[src/rtl/key_digit_scanner_if.sv]
// key_digit_scanner_if: load/scalar/step bundle between the point-multiplication
// controller (master) and the digit scanner (slave).
interface key_digit_scanner_if #(
    parameter int KEY_W   = 32,
    parameter int DIGIT_W = 1
);
    localparam int NDIG = KEY_W / DIGIT_W;
    localparam int IDXW = $clog2(NDIG) + 1;

    logic               load;
    logic [KEY_W-1:0]   key_in;
    logic               skip_lz;
    logic               step_req;
    logic [DIGIT_W-1:0] digit_out;
    logic [IDXW-1:0]    digit_idx;
    logic               digit_valid;
    logic               last;
    logic               step_ack;
    logic               busy;
    logic               done;

    modport master (
        output load, key_in, skip_lz, step_req,
        input  digit_out, digit_idx, digit_valid, last,
        input  step_ack, busy, done
    );

    modport slave (
        input  load, key_in, skip_lz, step_req,
        output digit_out, digit_idx, digit_valid, last,
        output step_ack, busy, done
    );
endinterface

[src/rtl/key_digit_scanner.sv]
// key_digit_scanner: latches a scalar and hands it to the controller one
// DIGIT_W-bit digit at a time, with optional leading-zero skip.
module key_digit_scanner #(
    parameter int KEY_W     = 32,
    parameter int DIGIT_W   = 1,
    parameter int MSB_FIRST = 1
) (
    input  logic               i_clk,
    input  logic               i_rst,
    key_digit_scanner_if.slave bus
);
    localparam int NDIG = KEY_W / DIGIT_W;
    localparam int IDXW = $clog2(NDIG) + 1;

    localparam logic [IDXW-1:0] IDX_LAST = IDXW'(NDIG - 1);
    localparam logic [IDXW-1:0] IDX_ONE  = IDXW'(1);

    localparam logic [2:0] IDLE  = 3'd0;
    localparam logic [2:0] SKIP  = 3'd1;
    localparam logic [2:0] READY = 3'd2;
    localparam logic [2:0] ACK   = 3'd3;
    localparam logic [2:0] DONE  = 3'd4;

    logic [2:0]       state_q, state_d;
    logic [KEY_W-1:0] key_q, key_d;
    logic [IDXW-1:0]  idx_q, idx_d;
    logic             skip_q, skip_d;

    logic [DIGIT_W-1:0] dig_cur;
    logic [DIGIT_W-1:0] dig_nxt;
    logic               idx_at_last;
    logic [IDXW-1:0]    idx_inc;

    // Extract the digit at scan position i in the configured scan order.
    function automatic logic [DIGIT_W-1:0] pick(
        input logic [KEY_W-1:0] k,
        input logic [IDXW-1:0]  i
    );
        logic [31:0]      pos;
        logic [KEY_W-1:0] s;
        pos = 32'(i) * 32'(DIGIT_W);
        if (MSB_FIRST != 0) begin
            pos = 32'(KEY_W - DIGIT_W) - pos;
        end
        s = k >> pos;
        return s[DIGIT_W-1:0];
    endfunction

    assign idx_at_last = (idx_q == IDX_LAST);
    assign idx_inc     = idx_at_last ? idx_q : idx_q + IDX_ONE;
    assign dig_cur     = pick(key_q, idx_q);
    assign dig_nxt     = pick(key_q, idx_inc);

    // Next-state logic; load overrides whatever the current state wants.
    // SKIP looks one digit ahead so k skipped digits cost exactly k cycles.
    always_comb begin
        state_d = state_q;
        key_d   = key_q;
        idx_d   = idx_q;
        skip_d  = skip_q;
        if (bus.load) begin
            key_d   = bus.key_in;
            skip_d  = bus.skip_lz;
            idx_d   = '0;
            state_d = (bus.skip_lz && MSB_FIRST != 0) ? SKIP : READY;
        end else begin
            unique case (state_q)
                IDLE: begin
                    state_d = IDLE;
                end
                SKIP: begin
                    if (skip_q && dig_cur == '0 && !idx_at_last) begin
                        idx_d = idx_inc;
                        if (dig_nxt != '0 || idx_inc == IDX_LAST) begin
                            state_d = READY;
                        end
                    end else begin
                        state_d = READY;
                    end
                end
                READY: begin
                    if (bus.step_req) begin
                        state_d = ACK;
                    end
                end
                ACK: begin
                    if (idx_at_last) begin
                        state_d = DONE;
                    end else begin
                        idx_d   = idx_inc;
                        state_d = READY;
                    end
                end
                DONE: begin
                    state_d = DONE;
                end
                default: begin
                    state_d = IDLE;
                end
            endcase
        end
    end

    // State and datapath registers; reset abandons any scan in flight.
    always_ff @(posedge i_clk or posedge i_rst) begin
        if (i_rst) begin
            state_q <= IDLE;
            key_q   <= '0;
            idx_q   <= '0;
            skip_q  <= 1'b0;
        end else begin
            state_q <= state_d;
            key_q   <= key_d;
            idx_q   <= idx_d;
            skip_q  <= skip_d;
        end
    end

    assign bus.digit_out   = dig_cur;
    assign bus.digit_idx   = idx_q;
    assign bus.digit_valid = (state_q == READY);
    assign bus.last        = (state_q == READY) && idx_at_last;
    assign bus.step_ack    = (state_q == ACK);
    assign bus.busy        = (state_q == SKIP) || (state_q == READY)
                          || (state_q == ACK);
    assign bus.done        = (state_q == DONE);
endmodule

[src/flat_wrapper.sv]
// flat-port wrapper written by rule: the top's interface ports become plain ports
module key_digit_scanner_flat 
#(
    parameter int KEY_W     = 32,
    parameter int DIGIT_W   = 1,
    parameter int MSB_FIRST = 1
)
  (i_clk, i_rst, bus_load, bus_key_in, bus_skip_lz, bus_step_req, bus_digit_out, bus_digit_idx, bus_digit_valid, bus_last, bus_step_ack, bus_busy, bus_done);
  key_digit_scanner_if #(.KEY_W(KEY_W), .DIGIT_W(DIGIT_W)) bus_i ();
  input  logic i_clk;
  input  logic i_rst;
  input wire logic [$bits(bus_i.load)-1:0] bus_load;
  input wire logic [$bits(bus_i.key_in)-1:0] bus_key_in;
  input wire logic [$bits(bus_i.skip_lz)-1:0] bus_skip_lz;
  input wire logic [$bits(bus_i.step_req)-1:0] bus_step_req;
  output wire logic [$bits(bus_i.digit_out)-1:0] bus_digit_out;
  output wire logic [$bits(bus_i.digit_idx)-1:0] bus_digit_idx;
  output wire logic [$bits(bus_i.digit_valid)-1:0] bus_digit_valid;
  output wire logic [$bits(bus_i.last)-1:0] bus_last;
  output wire logic [$bits(bus_i.step_ack)-1:0] bus_step_ack;
  output wire logic [$bits(bus_i.busy)-1:0] bus_busy;
  output wire logic [$bits(bus_i.done)-1:0] bus_done;
  assign bus_i.load = bus_load;
  assign bus_i.key_in = bus_key_in;
  assign bus_i.skip_lz = bus_skip_lz;
  assign bus_i.step_req = bus_step_req;
  assign bus_digit_out = bus_i.digit_out;
  assign bus_digit_idx = bus_i.digit_idx;
  assign bus_digit_valid = bus_i.digit_valid;
  assign bus_last = bus_i.last;
  assign bus_step_ack = bus_i.step_ack;
  assign bus_busy = bus_i.busy;
  assign bus_done = bus_i.done;
  key_digit_scanner #(.KEY_W(KEY_W), .DIGIT_W(DIGIT_W), .MSB_FIRST(MSB_FIRST)) u_core (.i_clk(i_clk), .i_rst(i_rst), .bus(bus_i));
endmodule
[config.mk]
export PLATFORM = sky130hd
export DESIGN_NAME = key_digit_scanner_flat
export DESIGN_NICKNAME = d
export VERILOG_FILES = /design/src/rtl/key_digit_scanner_if.sv /design/src/rtl/key_digit_scanner.sv /design/src/flat_wrapper.sv
export SDC_FILE = /design/constraint.sdc
export NUM_CORES = 1
export LEC_CHECK = 0
export ABC_AREA = 1
export CORE_AREA = 2 2 90 71
export CTS_BUF_LIST = sky130_fd_sc_hd__clkbuf_8 sky130_fd_sc_hd__clkbuf_16
export DETAILED_ROUTE_END_ITERATION = 7
export DIE_AREA = 0 0 92 73
export MAX_ROUTING_LAYER = met4
export PLACE_DENSITY = 0.73
export SLEW_MARGIN = 20
export SYNTH_ARGS = -nofsm -noshare
export SYNTH_HDL_FRONTEND = slang
export SYNTH_SLANG_ARGS = --single-unit
[constraint.sdc]
create_clock -name i_clk -period 1.9 [get_ports i_clk]
set_clock_uncertainty 0.2 [all_clocks]
set_input_delay 0.475 -clock i_clk [delete_from_list [all_inputs] [get_ports i_clk]]
set_output_delay 0.475 -clock i_clk [all_outputs]
set_load 0.03 [all_outputs]
==> metrics.yaml <==
status: "finished with violations"
violations: "setup timing"
required_ns: 1.95
layout-drive-gt1-share_pct: 35.86
htreeDepth: 2
routabilityCongestion: 0.9167
vias: 3076
port_buffers: 48
wl_per_cell_um: 16.53
crit_top_cell: "nand3_2"
die_area_mm2: 0.006716
max_stage_delay_ns: 0.46
period_needed_ns: 2.523
wl_met1_um: 3815
path_delay_family: "simple AND/OR/NAND/NOR gates"
slowest_stage: "dfrtp_2"
synth_nets: 420
fmax_mhz: 396.4
yosys.area_share.simple_pct: 34.28
cts_max_path_buffers: 2
num_rows: 25
grt-ovfl-total: 0
post-route-period-util_pct: 132.8
avgSynthCellArea_um2: 6.947
cts_sinks: 42
die_x_um: 92
ctsHoldBuffers: 0
synth_compound_area_share_pct: 13.11
muxShareOfSynthArea_pct: 0
syn_inst: 382
nets: 525
ant_nets: 0
synth_area_leaders: "dfrtp_1 (40%), nand2_1 (16%), nand3_1 (10%), o21ai_0 (7.7%), inv_1 (6.9%)"
netlist.area_leader.share_pct: 39.60
max_cap_violations: 0
p_per_area_mw_per_mm2: 1000
cts_tree: "done"
synth_cell_types: 27
synthAdderAreaFrac_pct: 0.4715
viasPerCell: 5.406
grt_pass1_wl_um: 13720
route.met2.wl_um: 4521
met3_length_um: 675
ir_drop_uv: 426.0
top_layer_used: "met4"
tightest_slew_ns: 0.7364
antenna_cells: 0
slew_viol_final: 0
synth_xor_area_share_pct: 0.3300
cp.arrival_ns: 2.57
cp-end-kind: "flip-flop"
clk_latency_ns: 0.30
yosysSeqAreaShare_pct: 39.60
core_mm2: 0.005943
grt_usage_pct: 27.32
final-hold-violation-count: 0
first_pass_iters: 4
synth_top_family_by_area: "simple AND/OR/NAND/NOR gates"
syn2layout_area_growth_pct: 61.01
antenna_found_initial: 0
power_uw: 4273
die_y_um: 73
grt_pass1_vias: 2893
yosysWarnings: 0
drt-initial-drc-count: 216
drt_wl_total_um: 9403
ys_seq_elements: 42
yosys_most_used_dff: "dfrtp_1"
drc: 0
synth_area_leader_cell: "dfrtp_1"
io_pins: 49
cts_buffers: 5
critPathKind: "flip-flop to flip-flop"
clk_pin_slew_ns: 0.09
hp-class: "primary input to flip-flop"
grt_max_degree: 50
synth_edf_count: 0
dpl.hpwl_um: 5492
async_flop_share_pct: 100.0
crit_path_start_kind: "flip-flop"
crit_buf_inv: 5
start_util_pct: 44.65
p_leak_uw: 0.002002
rsz0062_at_grt: "yes"
path_cells: "buf_6 > buf_4 > ha_4 > nand2_4 > nor2_4 > buf_6 > o21ai_4 > clkbuf_16 > nand3_2 > nand3_2 > nand3_1 > nand2_1 > nand2_2 > nand3_4 > nand3_2 > inv_2"
setup_violations: 10
dp_slack_ns: -0.3373
synth_area_mm2: 0.002654
relSlewSlack_pct: 50.39
root_buffer: "clkbuf_8"
critical_path.max_fanout: 4
setup_slack_ns: -0.6228
[logic make-up after synthesis]
group,count (synthesis)
AND/OR/NAND/NOR,202
XOR/XNOR,1
adder cells (fa/ha/maj),1
buffers and inverters,71
flip-flops,42
AO/OA/AOI/OAI,65
[power by group]
group | switching, µW | internal (µW) | total (µW)
registers | 78.4 | 985 | 1060
clock network | 335 | 368 | 702
logic | 1340 | 1160 | 2510
total | 1760 | 2520 | 4270
[state kept, by name, indices dropped and copies added, names as in the netlist]
register              flops
u_core.state_q            3
u_core.skip_q             1
u_core.key_q             32
u_core.bus.digit_idx      6
[worst reg2reg max path, cell delays in order, from the launching register on]
cell	delay, ns
dfrtp_2	0.46
buf_6	0.16
buf_4	0.14
ha_4	0.18
nand2_4	0.09
nor2_4	0.05
buf_6	0.13
o21ai_4	0.21
clkbuf_16	0.20
nand3_2	0.08
nand3_2	0.08
nand3_1	0.08
nand2_1	0.10
nand2_2	0.09
nand3_4	0.09
nand3_2	0.07
inv_2	0.06
[cell usage after synthesis (2+ instances only)]
cell type    n
nor3_1       3
dfrtp_1     42
inv_2        3
o21ai_1      8
inv_1       49
o21ai_0     41
nand3_1     55
a21oi_1     10
nor2_1      13
o211ai_1     2
buf_6        6
buf_4        3
nand2_2      4
nand2_1    116
nor2_4       2
clkbuf_1     8
nand3_2      6
o21ai_2      2
[per-stage QoR]
step	std cells	hold WS (ns)	instance area, µm²	setup TNS [ns]	utilization [%]
5_1_grt	569	0.3492	4273	-6.764	71.89
3_3_place_gp	538	0.3236	3501	-2.558	58.91
3_5_place_dp	538	0.3303	3501	-2.757	58.91
4_1_cts	563	0.3041	3971	-4.524	66.82
6_report	569	0.3224	4273	-5.555	71.89
2_1_floorplan	382	0.2918	2701	-1.341	-
[placed cells by master, fill, tap and decap left out, types with 8 or more instances in the layout]
cell / n
buf_4: 51
buf_6: 14
clkbuf_8: 8
clkdlybuf4s50_1: 35
dfrtp_1: 35
inv_1: 43
nand2_1: 102
nand2_2: 11
nand3_1: 34
nand3_2: 21
o21ai_0: 36
o21ai_1: 10
[area by class of cell]
class                   count  area (µm²)
inverters                  53       214.0
flip-flops and latches     42        1060
clock buffers               8       110.1
well taps                  81       101.3
fillers                   447        1670
multi-input cells         271        1645
repair buffers            114        1142
[routing by layer]
layer,GRT usage (%),vias up
met5,-,-
met4,11.44,0
met3,5.579,42
met2,45.59,154
met1,32.70,1438
li1,-,1442
[worst paths after layout]
check	slack (ns)	end	startpoint	cells after the start
max	-0.62	u_core.state_q[1]$_DFFE_PP0P_	u_core.bus.digit_idx[0]$_DFFE_PP0P_	16
min	0.32	u_core.state_q[0]$_DFFE_PP0P_	bus_load	3
max reg2reg	-0.62	u_core.state_q[1]$_DFFE_PP0P_	u_core.bus.digit_idx[0]$_DFFE_PP0P_	16
min reg2reg	0.35	u_core.key_q[31]$_DFFE_PP0P_	u_core.key_q[31]$_DFFE_PP0P_	2
max in group asynchronous	0.95	u_core.bus.digit_idx[0]$_DFFE_PP0P_	i_rst	3
min in group asynchronous	0.33	u_core.key_q[30]$_DFFE_PP0P_	i_rst	3
[timing repair]
action                                  in CTS  in global routing
endpoints found under the setup margin      15                 17
pin swaps                                   11                 20
resized for setup                           54                 63
gates cloned                                 4                  2
buffers inserted                            13                  7
Note: power is estimated with default switching activity, not from simulation.
